<file path="config.mk">
export PLATFORM = sky130hd
export DESIGN_NAME = rand_range
export DESIGN_NICKNAME = d
export VERILOG_FILES = /design/src/rtl/rand_pkg.sv /design/src/rtl/rand_accept.sv /design/src/rtl/rand_range.sv
export SDC_FILE = /design/constraint.sdc
export NUM_CORES = 1
export LEC_CHECK = 0
export ABC_AREA = 1
export ABC_CLOCK_PERIOD_IN_PS = 3900
export CAP_MARGIN = 10
export CORE_ASPECT_RATIO = 2
export CORE_MARGIN = 5
export CORE_UTILIZATION = 58
export DETAILED_ROUTE_END_ITERATION = 8
export HOLD_SLACK_MARGIN = 0.06
export PLACE_DENSITY = 0.85
export SYNTH_ARGS = -nofsm -noshare
export SYNTH_HDL_FRONTEND = slang
export SYNTH_HIERARCHICAL = 1
export SYNTH_SLANG_ARGS = --single-unit
</file>
<file path="constraint.sdc">
create_clock -name clk -period 3.9 [get_ports clk]
set_clock_uncertainty 0.05 [all_clocks]
set_input_delay 0.78 -clock clk [delete_from_list [all_inputs] [get_ports clk]]
set_output_delay 0.78 -clock clk [all_outputs]
set_load 0.005 [all_outputs]
</file>
<file path="src/rtl/rand_pkg.sv">
// rand_pkg: shared state encoding, default retry sizing and rejection mask helper.
package rand_pkg;

    typedef enum logic [1:0] {IDLE, DRAW, HOLD} state_t;

    localparam int DEF_TRIES = 16;
    localparam int TRY_W = $clog2(DEF_TRIES + 1);

    // Smallest 2^k-1 covering lim-1, found by smearing the top set bit downward.
    function automatic logic [31:0] range_mask(input logic [31:0] lim);
        logic [31:0] m;
        m = (lim <= 32'd1) ? 32'd0 : lim - 32'd1;
        m = m | (m >> 1);
        m = m | (m >> 2);
        m = m | (m >> 4);
        m = m | (m >> 8);
        m = m | (m >> 16);
        return m;
    endfunction

endpackage

</file>
<file path="src/rtl/rand_accept.sv">
// rand_accept: in-range test on a masked candidate and its folded fallback value.
module rand_accept #(
    parameter int WIDTH = 8
) (
    input  logic [WIDTH-1:0] c,
    input  logic [WIDTH-1:0] lim_q,
    output logic             accept,
    output logic [WIDTH-1:0] c_minus_lim
);

    assign accept      = c < lim_q;
    assign c_minus_lim = c - lim_q;

endmodule

</file>
<file path="src/rtl/rand_range.sv">
// rand_range: unbiased draw in [0, limit) from an LFSR byte via masked rejection sampling.
module rand_range
    import rand_pkg::*;
#(
    parameter int WIDTH     = 8,
    parameter int MAX_TRIES = DEF_TRIES
) (
    input  logic             clk,
    input  logic             reset,
    input  logic [WIDTH-1:0] rnd_in,
    input  logic             req,
    input  logic [WIDTH-1:0] limit,
    output logic             busy,
    output logic             out_valid,
    input  logic             out_ready,
    output logic [WIDTH-1:0] value,
    output logic             fallback,
    output logic [15:0]      draw_count
);

    localparam int TW = $clog2(MAX_TRIES + 1);

    state_t           state;
    logic [TW-1:0]    tries;
    logic [WIDTH-1:0] lim_q;
    logic [WIDTH-1:0] mask_q;
    logic [WIDTH-1:0] c;
    logic [WIDTH-1:0] c_minus_lim;
    logic             accept;

    assign c         = rnd_in & mask_q;
    assign busy      = state != IDLE;
    assign out_valid = state == HOLD;

    rand_accept #(.WIDTH(WIDTH)) u_accept (
        .c          (c),
        .lim_q      (lim_q),
        .accept     (accept),
        .c_minus_lim(c_minus_lim)
    );

    always_ff @(posedge clk or negedge reset) begin
        if (!reset) begin
            state      <= IDLE;
            tries      <= '0;
            lim_q      <= '0;
            mask_q     <= '0;
            value      <= '0;
            fallback   <= 1'b0;
            draw_count <= '0;
        end else begin
            case (state)
                IDLE: if (req) begin
                    lim_q    <= limit;
                    mask_q   <= WIDTH'(range_mask(32'(limit)));
                    tries    <= '0;
                    value    <= '0;
                    fallback <= 1'b0;
                    state    <= (limit <= WIDTH'(1)) ? HOLD : DRAW;
                end
                DRAW: if (accept) begin
                    value    <= c;
                    fallback <= 1'b0;
                    state    <= HOLD;
                end else if (tries == TW'(MAX_TRIES - 1)) begin
                    // mask_q < 2*lim_q, so the folded value is still in range
                    value    <= c_minus_lim;
                    fallback <= 1'b1;
                    state    <= HOLD;
                end else begin
                    tries <= tries + TW'(1);
                end
                HOLD: if (out_ready) begin
                    draw_count <= draw_count + 16'd1;
                    state      <= IDLE;
                end
                default: state <= IDLE;
            endcase
        end
    end

endmodule

</file>
==> results by stage, run 1 <==
Placed design:
- The number of buffer cells added on primary ports is 46.
- Routability-driven placement finished with a final weighted congestion of 0.8496.
- The placement-stage cell area is 0.003478 sq mm.
- The detailed-placement wirelength estimate is 5.125 mm.

Floorplan:
- Measured along the x axis, the die boundary spans roughly 61 microns.
- The floorplan step defined a die boundary enclosing 0.006739 sq mm.
- The number of core rows is 37.
- The starting utilization of the core area is 58.86%.
- In this run the standard cell core region covers 0.005046 sq mm.
- Measured along the y axis, the die boundary spans 111.2 microns.
- The number of I/O pins is 47.

Routing:
- After the first detailed-routing iteration, the DRC count stood at 116.
- The overall via count from detail_route is 2616.
- In the routed design, unresolved DRC markers number 0.
- The total length of routed wires is 6.542 mm.
- The remaining antenna violation count after routing is 0.
- Before antenna repair, the detailed router went through 4 iterations.
- The wire length per cell after detailed routing is 13.08 microns.
- The via density per instance is 5.232.

Clock tree:
- The number of levels the H-tree was split into is 2.
- For the worst-skew pair, the clock arrives at the later sink with an insertion delay of 0.30 ns.
- The clock passes through at most 2 buffers.
- The clock sink total is 48.
- The cell sitting at the root of the clock tree is a clkbuf_8.
- After clock tree synthesis, the repair step resized 0 gates.
- The number of buffers created by CTS is 5.
- TritonCTS built the clock tree.
- The number of post-CTS setup repair buffers is 0.
- In this run, post-CTS hold repair placed 0 buffers.
- The post-CTS clock slew at the launch and capture registers of the worst setup and hold paths is around 0.090 ns.

Global route:
- Across every metal layer, demand over resource in global routing totals 20.98%.
- The first global-routing pass estimated 11.23 mm of wire.
- Entering global routing, the biggest net connects ~50 pins.
- The via count of the first global-routing pass is 2621.
- The initial antenna violation count is 0.
- The residual overflow from global routing is 0.

Timing:
- The total setup violations reported at the end of the flow is 0.
- In the final timing run, aggregate negative setup slack is 0 ns.
- After layout, the minimum clock period comes to 3.128 ns.
- The highest achievable clock rate is between 0.3 and 0.4 GHz.
- The final-report max-slew violation count is 0.
- In this run the tightest slew margin relative to its limit is 29.61%.
- At the pin with the least slew margin, the transition time is 1.056 ns.
- Setup repair after global routing left no endpoint under its margin.
- In the finished design, the share of the clock period the worst path needs comes to 80.21%.
- The number of hold violations in the final report is 0.

Hold path:
- The worst min-delay path class is reg2reg.
- The worst hold path passes through 2 cells.

Power and ir drop:
- For this design the total switching power over the nets is approximately 900 uW.
- Total power for the finished layout comes to 2130 uW.
- The worst-case IR drop observed on VDD is between 0.0004 and 0.0005 V.
- The internal portion of the total power is 1241 uW.
- The share of power burned in registers is 36.0%.
- In this run the static leakage power is 0.001814 uW.
- In this run, the clock network consumes 14.8% of the power.
- The fraction of power spent switching nets is 41.73%.
- Combinational cells account for roughly 49% of the total power.
- The power density normalized to cell area is between 500 and 600 mW/mm^2.

Synthesis:
- The gate count of the mapped netlist is 391.
- The share of the yosys chip area belonging to registers is 40.44%.
- In the synthesized netlist the dominant register cell turns out to be dfrtp_1.
- The count of flip-flops with a built-in enable after synthesis is 0.
- The unique cell type count in the Yosys netlist is 35.
- In the synthesized netlist the async set-or-reset flop fraction comes to 100.0%.
- The net count after synthesis is ~430.
- The number of warnings reported in the yosys synthesis log is 6.
- The flip-flop and latch count after synthesis is 48.
- The synthesized netlist occupies a cell area of 0.002970 sq mm.
- The synthesized area divided by synthesized cell count is ~7.6 sq um.

Setup path:
- STA classifies the critical path endpoint as a register.
- The startpoint type of the worst setup path is an input port.
- The number of cells on the worst reg-to-reg path is 18.
- The critical path class is in2reg.
- The highest net fanout along the worst path is 11.
- The required time reported for the critical path endpoint is 4.03 ns.
- Data arrives at the worst endpoint at 3.26 ns.

Layout:
- The net count reported at finish is between 400 and 500.
- Relative to the synthesized area, the layout overhead comes to 20.35%.
- Summing all flip-flop and latch instances after layout gives 0.001201 sq mm.
- The footprint of the multi-input gates is 0.001486 sq mm.
- The antenna cell count is 0.
- In the final layout, the share of cells above drive strength 1 is 7.919%.
- The final cell area excluding filler cells is roughly 0.0036 sq mm.
- The number of filler instances in the final layout is 401.

Run status:
- The flow ran to the end, and the final reports show no timing, DRC or antenna violations.

Job:
- The number of max-cap violations is 0.
[cells in the mapped netlist, types with 3 or more instances]
library cell,instances,area [sq um]
a21oi_1,7,35.03
a31oi_1,5,31.28
dfrtp_1,48,1201
ha_1,13,162.7
inv_1,64,240.2
inv_2,4,15.01
nand2_1,111,416.7
nand2_2,4,25.02
nand3_1,23,115.1
nand4_1,3,18.77
nor2_1,32,120.1
nor2_2,5,31.28
nor2_4,5,56.30
nor3_1,8,40.04
o21ai_0,18,90.09
xnor2_1,8,70.07
xor2_1,9,78.83
[power by group through the flow]
stage | clock network [uW] | registers (uW) | logic, uW
2_1_floorplan | 0 | 748 | 714
3_3_place_gp | 0 | 764 | 986
3_5_place_dp | 0 | 775 | 1040
4_1_cts | 324 | 766 | 1050
5_1_grt | 344 | 786 | 1180
6_report | 316 | 766 | 1050
[critical path: stages]
cell and delay [ns]:
clkdlybuf4s50_1 0.40, nand2_1 0.07, inv_1 0.04, inv_1 0.05
ha_1 0.13, inv_1 0.05, fa_1 0.41, nand2_1 0.08
nand2_1 0.07, nand2_1 0.10, nor3_1 0.05, nor2_1 0.13
inv_1 0.07, nand2_2 0.10, nor2_4 0.06, nor2_2 0.35
inv_2 0.13, nand2_1 0.09, o211ai_1 0.09
[cells in the final DEF, fill, tap and decap left out]
cell type	netlist	routed
a221oi_1	1	1
or2_2	1	1
nand3b_1	2	2
nor3_1	8	8
nand3_1	23	23
o21ai_0	18	18
inv_1	64	64
buf_2	1	1
nor2_2	5	5
o211ai_1	2	2
nor2_1	32	32
nand2_2	4	4
o21a_1	1	1
o21ai_1	1	1
dfrtp_1	48	48
a21oi_1	7	7
nand2_1	111	111
ha_1	13	13
nand2_4	2	2
fa_1	1	1
nor3_2	2	2
or2_1	2	2
a22oi_1	2	2
xor2_1	9	9
buf_4	1	1
nand3_4	1	1
a31oi_1	5	5
nor2_4	5	5
clkbuf_8	0	6
inv_2	4	4
nor4_4	1	1
a22o_1	1	1
clkinv_2	0	1
nand4_1	3	3
clkdlybuf4s50_1	0	45
xnor2_1	8	8
inv_6	0	1
[kinds of logic (layout without fill, tap and decap cells)]
group,Yosys count,in the layout,share of synthesized area (%)
xor+xnor,17,17,5.013
simple gates,202,202,31.59
flops,48,48,40.44
fa+ha+maj,14,14,6.150
compound gates,38,38,7.287
buf+inv,72,123,9.519
[stage by stage]
step	setup WS, ns	hold slack, ns	instances	util (%)
finish	0.7719	0.4499	500	70.84
global route	0.5193	0.4823	500	70.84
CTS	0.7709	0.4462	500	70.84
detailed placement	0.4446	0.4220	492	68.93
global placement	0.5707	0.4213	492	68.93
floorplan	1.332	0.3987	391	-
[final timing paths]
| kind | start | to | slack (ns) |
|---|---|---|---|
| max | rnd_in[0] | value[4] | 0.77 |
| min | mask_q[0] | mask_q[0] | 0.45 |
| max reg2reg | mask_q[0] | value[4] | 1.28 |
| min reg2reg | mask_q[0] | mask_q[0] | 0.45 |
| max in group asynchronous | reset | draw_count[12] | 2.54 |
| min in group asynchronous | reset | value[0] | 0.62 |
[area by class of cell]
| cell class | count | share of cell area (%) |
|---|---|---|
| Multi-Input combinational cell | 271 | 41.58 |
| Timing Repair Buffer | 47 | 12.95 |
| Clock inverter | 2 | 0.3850 |
| Sequential cell | 48 | 33.60 |
| Clock buffer | 6 | 2.310 |
| Tap cell | 58 | 2.030 |
| Inverter | 68 | 7.140 |
[metal layers]
metal | routed length, microns | global-route usage [%]
met1 | 2679 | 25.43
met2 | 3426 | 36.24
met3 | 312 | 3.147
met4 | 123 | 7.091
met5 | 0 | 0
[registers in the layout, summed over array words and instances (netlist names)]
register    flops
draw_count     16
fallback        1
state           2
tries           5
mask_q          8
value           8
lim_q           8
(Power assumes the default switching activity.)
==> run 2: changes to the inputs <==
Settings changed: ABC_CLOCK_PERIOD_IN_PS 3900 to 2600, CORE_UTILIZATION 58 to 49, PLACE_DENSITY 0.85 to 0.77.
Clock period 3.9 ns to 2.6 ns, I/O delays scaled along.
==> results by stage, run 2 (synthesized netlist as in run 1, its figures left out) <==
Timing:
- At the pin with the least slew margin, the transition time is 0.5638 ns.
- The final hold slack is 0.4391 ns.
- Of the available clock period, the critical path in the final layout requires 92.94%.
- The number of hold violations in the final report is 0.
- Subtracting the final worst setup slack from the clock period gives approximately 2.4 ns.
- The final-report max-slew violation count came to 0.
- The summed negative setup slack over all endpoints is 0 ns.
- Setup violations remaining at the end of the flow were counted as 0.
- Setup repair after global routing left no endpoint under its margin.
- The highest achievable clock rate is 0.4138 GHz.
- The worst-case headroom to the max-slew limit is 62.37%.

Run status:
- The flow ran to the end, and the final reports show no timing, DRC or antenna violations.

Routing:
- The total length of routed wires is 6.990 mm.
- The DRC violation count after routing is 0.
- The via density per instance is 5.241.
- The remaining antenna violation count after routing is 0.
- Before antenna repair, the detailed router went through 4 iterations.
- The detailed router placed 2767 vias in this run.
- After the first detailed-routing iteration, the DRC count stood at between 100 and 150.
- Dividing the detail-routed wire length by the instance count gives around 13 microns.

Setup path:
- The arrival time at the worst endpoint is 2.57 ns.
- In this run the worst path has a maximum fanout of 7.
- STA classifies the critical path startpoint as an input port.
- The critical path class is in2reg.
- The endpoint type of the worst setup path is a register.
- The required time reported for the critical path endpoint is 2.76 ns.

Layout:
- After the last flow step, the layout net total stands at between 400 and 500.
- Of the cells placed in the final design, the portion with a size suffix greater than 1 is 14.62%.
- The repair_antennas step left the layout with diodes totalling 0.
- Relative to the synthesized area, the layout overhead comes to 30.16%.
- The number of flip-flops under the largest register name is 16.
- The most flop-heavy register is draw_count.
- The most frequent standard cell in the layout excluding fill and tap cells is nand2_1.
- In the layout the commonest cells are nand2_1 (108), inv_1 (62), dfrtp_1 (48), clkdlybuf4s50_1 (44), nor2_1 (31).

Clock tree:
- The tree is rooted in a clkbuf_16.
- The number of buffers on the longest clock path is 2.
- The clock latency on the worst-skew pair is 0.29 ns.
- The number of buffers created by CTS is 5.
- TritonCTS built the clock tree.
- Clock-pin slew was measured on the worst setup and hold paths at 0.06 ns.
- The clock sink total is 48.
- The number of levels the H-tree was split into is 2.

Power and ir drop:
- The worst-case IR drop observed on VDD is around 0.00050 V.
- The clock network is responsible for between 10% and 20% of the overall power.
- In this run the power spent charging and discharging nets is 1420 uW.
- The portion of total power attributed to combinational logic is 51.5%.
- Power spread over the standard cell area amounts to 947.2 mW/mm^2.
- The share of power burned in registers is 31.4%.
- The internal power component is 2242 uW.
- The fraction of power spent switching nets is 38.78%.
- The analysis attributes to cell leakage a power of 0.001974 uW.

Job:
- Across the run, the number of max-cap violations was 0.

Global route:
- In the global route stage, overall resource usage came out at 19.16%.
- The first global-routing pass estimated 11.70 mm of wire.
- The maximum number of pins on one net before global-route repair is 28.
- The fraction of met2 tracks used by global routing is 39.13%.
- The residual overflow from global routing is 0.
- The initial antenna violation count came to 0.
- The via count of the first global-routing pass is 2796.
- The global-route layer with the greatest usage is met2.
- Global routing consumed, on the met1 layer, 16.98% of the routing resources.
- For this run, global-route usage on met3 was measured as roughly 2.8%.

Hold path:
- The tightest min-delay check is of the reg2reg type.

Floorplan:
- The die is 65.06 microns wide.
- Once the floorplan was initialized, standard cells occupied 49.87% of the core.
- The die height is 120.1 microns.
- In this run the count of I/O pins placed on the die edge is 47.
- The total area inside the core boundary comes to 0.005956 sq mm.
- The die footprint is about 0.0078 sq mm.
- The floorplan has 40 rows.

Placed design:
- Buffers placed on the I/O ports in this run total 46.
- Summed over all nets, the half-perimeter wirelength after detailed placement is approximately 5.7 mm.
- The global placement routability congestion is 0.8609.
==> run 2: worst max-delay path: stages <==
cell	delay, ns
clkdlybuf4s50_1	0.48
nand2_1	0.06
inv_1	0.07
ha_1	0.24
or2_1	0.24
nand2_2	0.09
nor3_2	0.05
nor2_1	0.13
inv_1	0.07
nand2_2	0.10
nor2_4	0.05
nor2_4	0.16
buf_6	0.14
nor2_1	0.04
a31oi_1	0.14
==> run 2: area by class of cell <==
cell class	instances	area (sq um)
Fill cell	509	2090
Sequential cell	48	1201
Clock inverter	3	18.77
Clock buffer	5	125.1
Timing Repair Buffer	70	660.6
Multi-Input combinational cell	271	1526
Tap cell	63	78.83
Inverter	68	255.2
==> run 2: per-layer routing <==
layer | vias up | part of all wire (%)
met4 | 0 | 3.2
li1 | 1369 | -
met3 | 16 | 3.5
met5 | - | 0
met1 | 1309 | 33
met2 | 73 | 60
==> run 2: worst paths after layout <==
kind	start	end	slack, ns	depth (start not counted)
setup / recovery	rnd_in[3]	value[1]	0.18	15
hold / removal	lim_q[6]	lim_q[6]	0.44	2
setup reg to reg	mask_q[0]	value[1]	0.21	18
hold reg to reg	lim_q[6]	lim_q[6]	0.44	2
max in group asynchronous	reset	tries[0]	1.40	3
min in group asynchronous	reset	value[0]	0.54	2
==> run 2: repair_timing <==
item | CTS | global route
endpoints found under the setup margin | 5 | 15
hold buffers | 1 | 0
pin swaps | 1 | 9
resized for setup | 6 | 10
endpoints found under the hold margin | 5 | 0
buffers inserted | 0 | 2
==> run 2: power by group through the flow <==
| stage | sequential [uW] | combinational, uW | clock (uW) |
|---|---|---|---|
| final | 1150 | 1880 | 629 |
| after global routing | 1180 | 2120 | 674 |
| after CTS | 1150 | 1820 | 645 |
| after detailed placement | 1160 | 1770 | 0 |
| after global placement | 1150 | 1710 | 0 |
| after floorplan | 1120 | 1070 | 0 |
==> run 2: through the flow <==
step / setup WS, ns / std cells / utilization [%] / total power (uW) / instance area [sq um]
floorplan: 0.2924 / 391 / - / 2193 / 2970
global placement: -0.2590 / 517 / 61.24 / 2860 / 3647
detailed placement: -0.3451 / 517 / 61.24 / 2928 / 3647
finish: 0.1835 / 528 / 64.92 / 3662 / 3866
CTS: 0.02149 / 526 / 64.18 / 3615 / 3822
global route: 0.02376 / 528 / 64.92 / 3968 / 3866
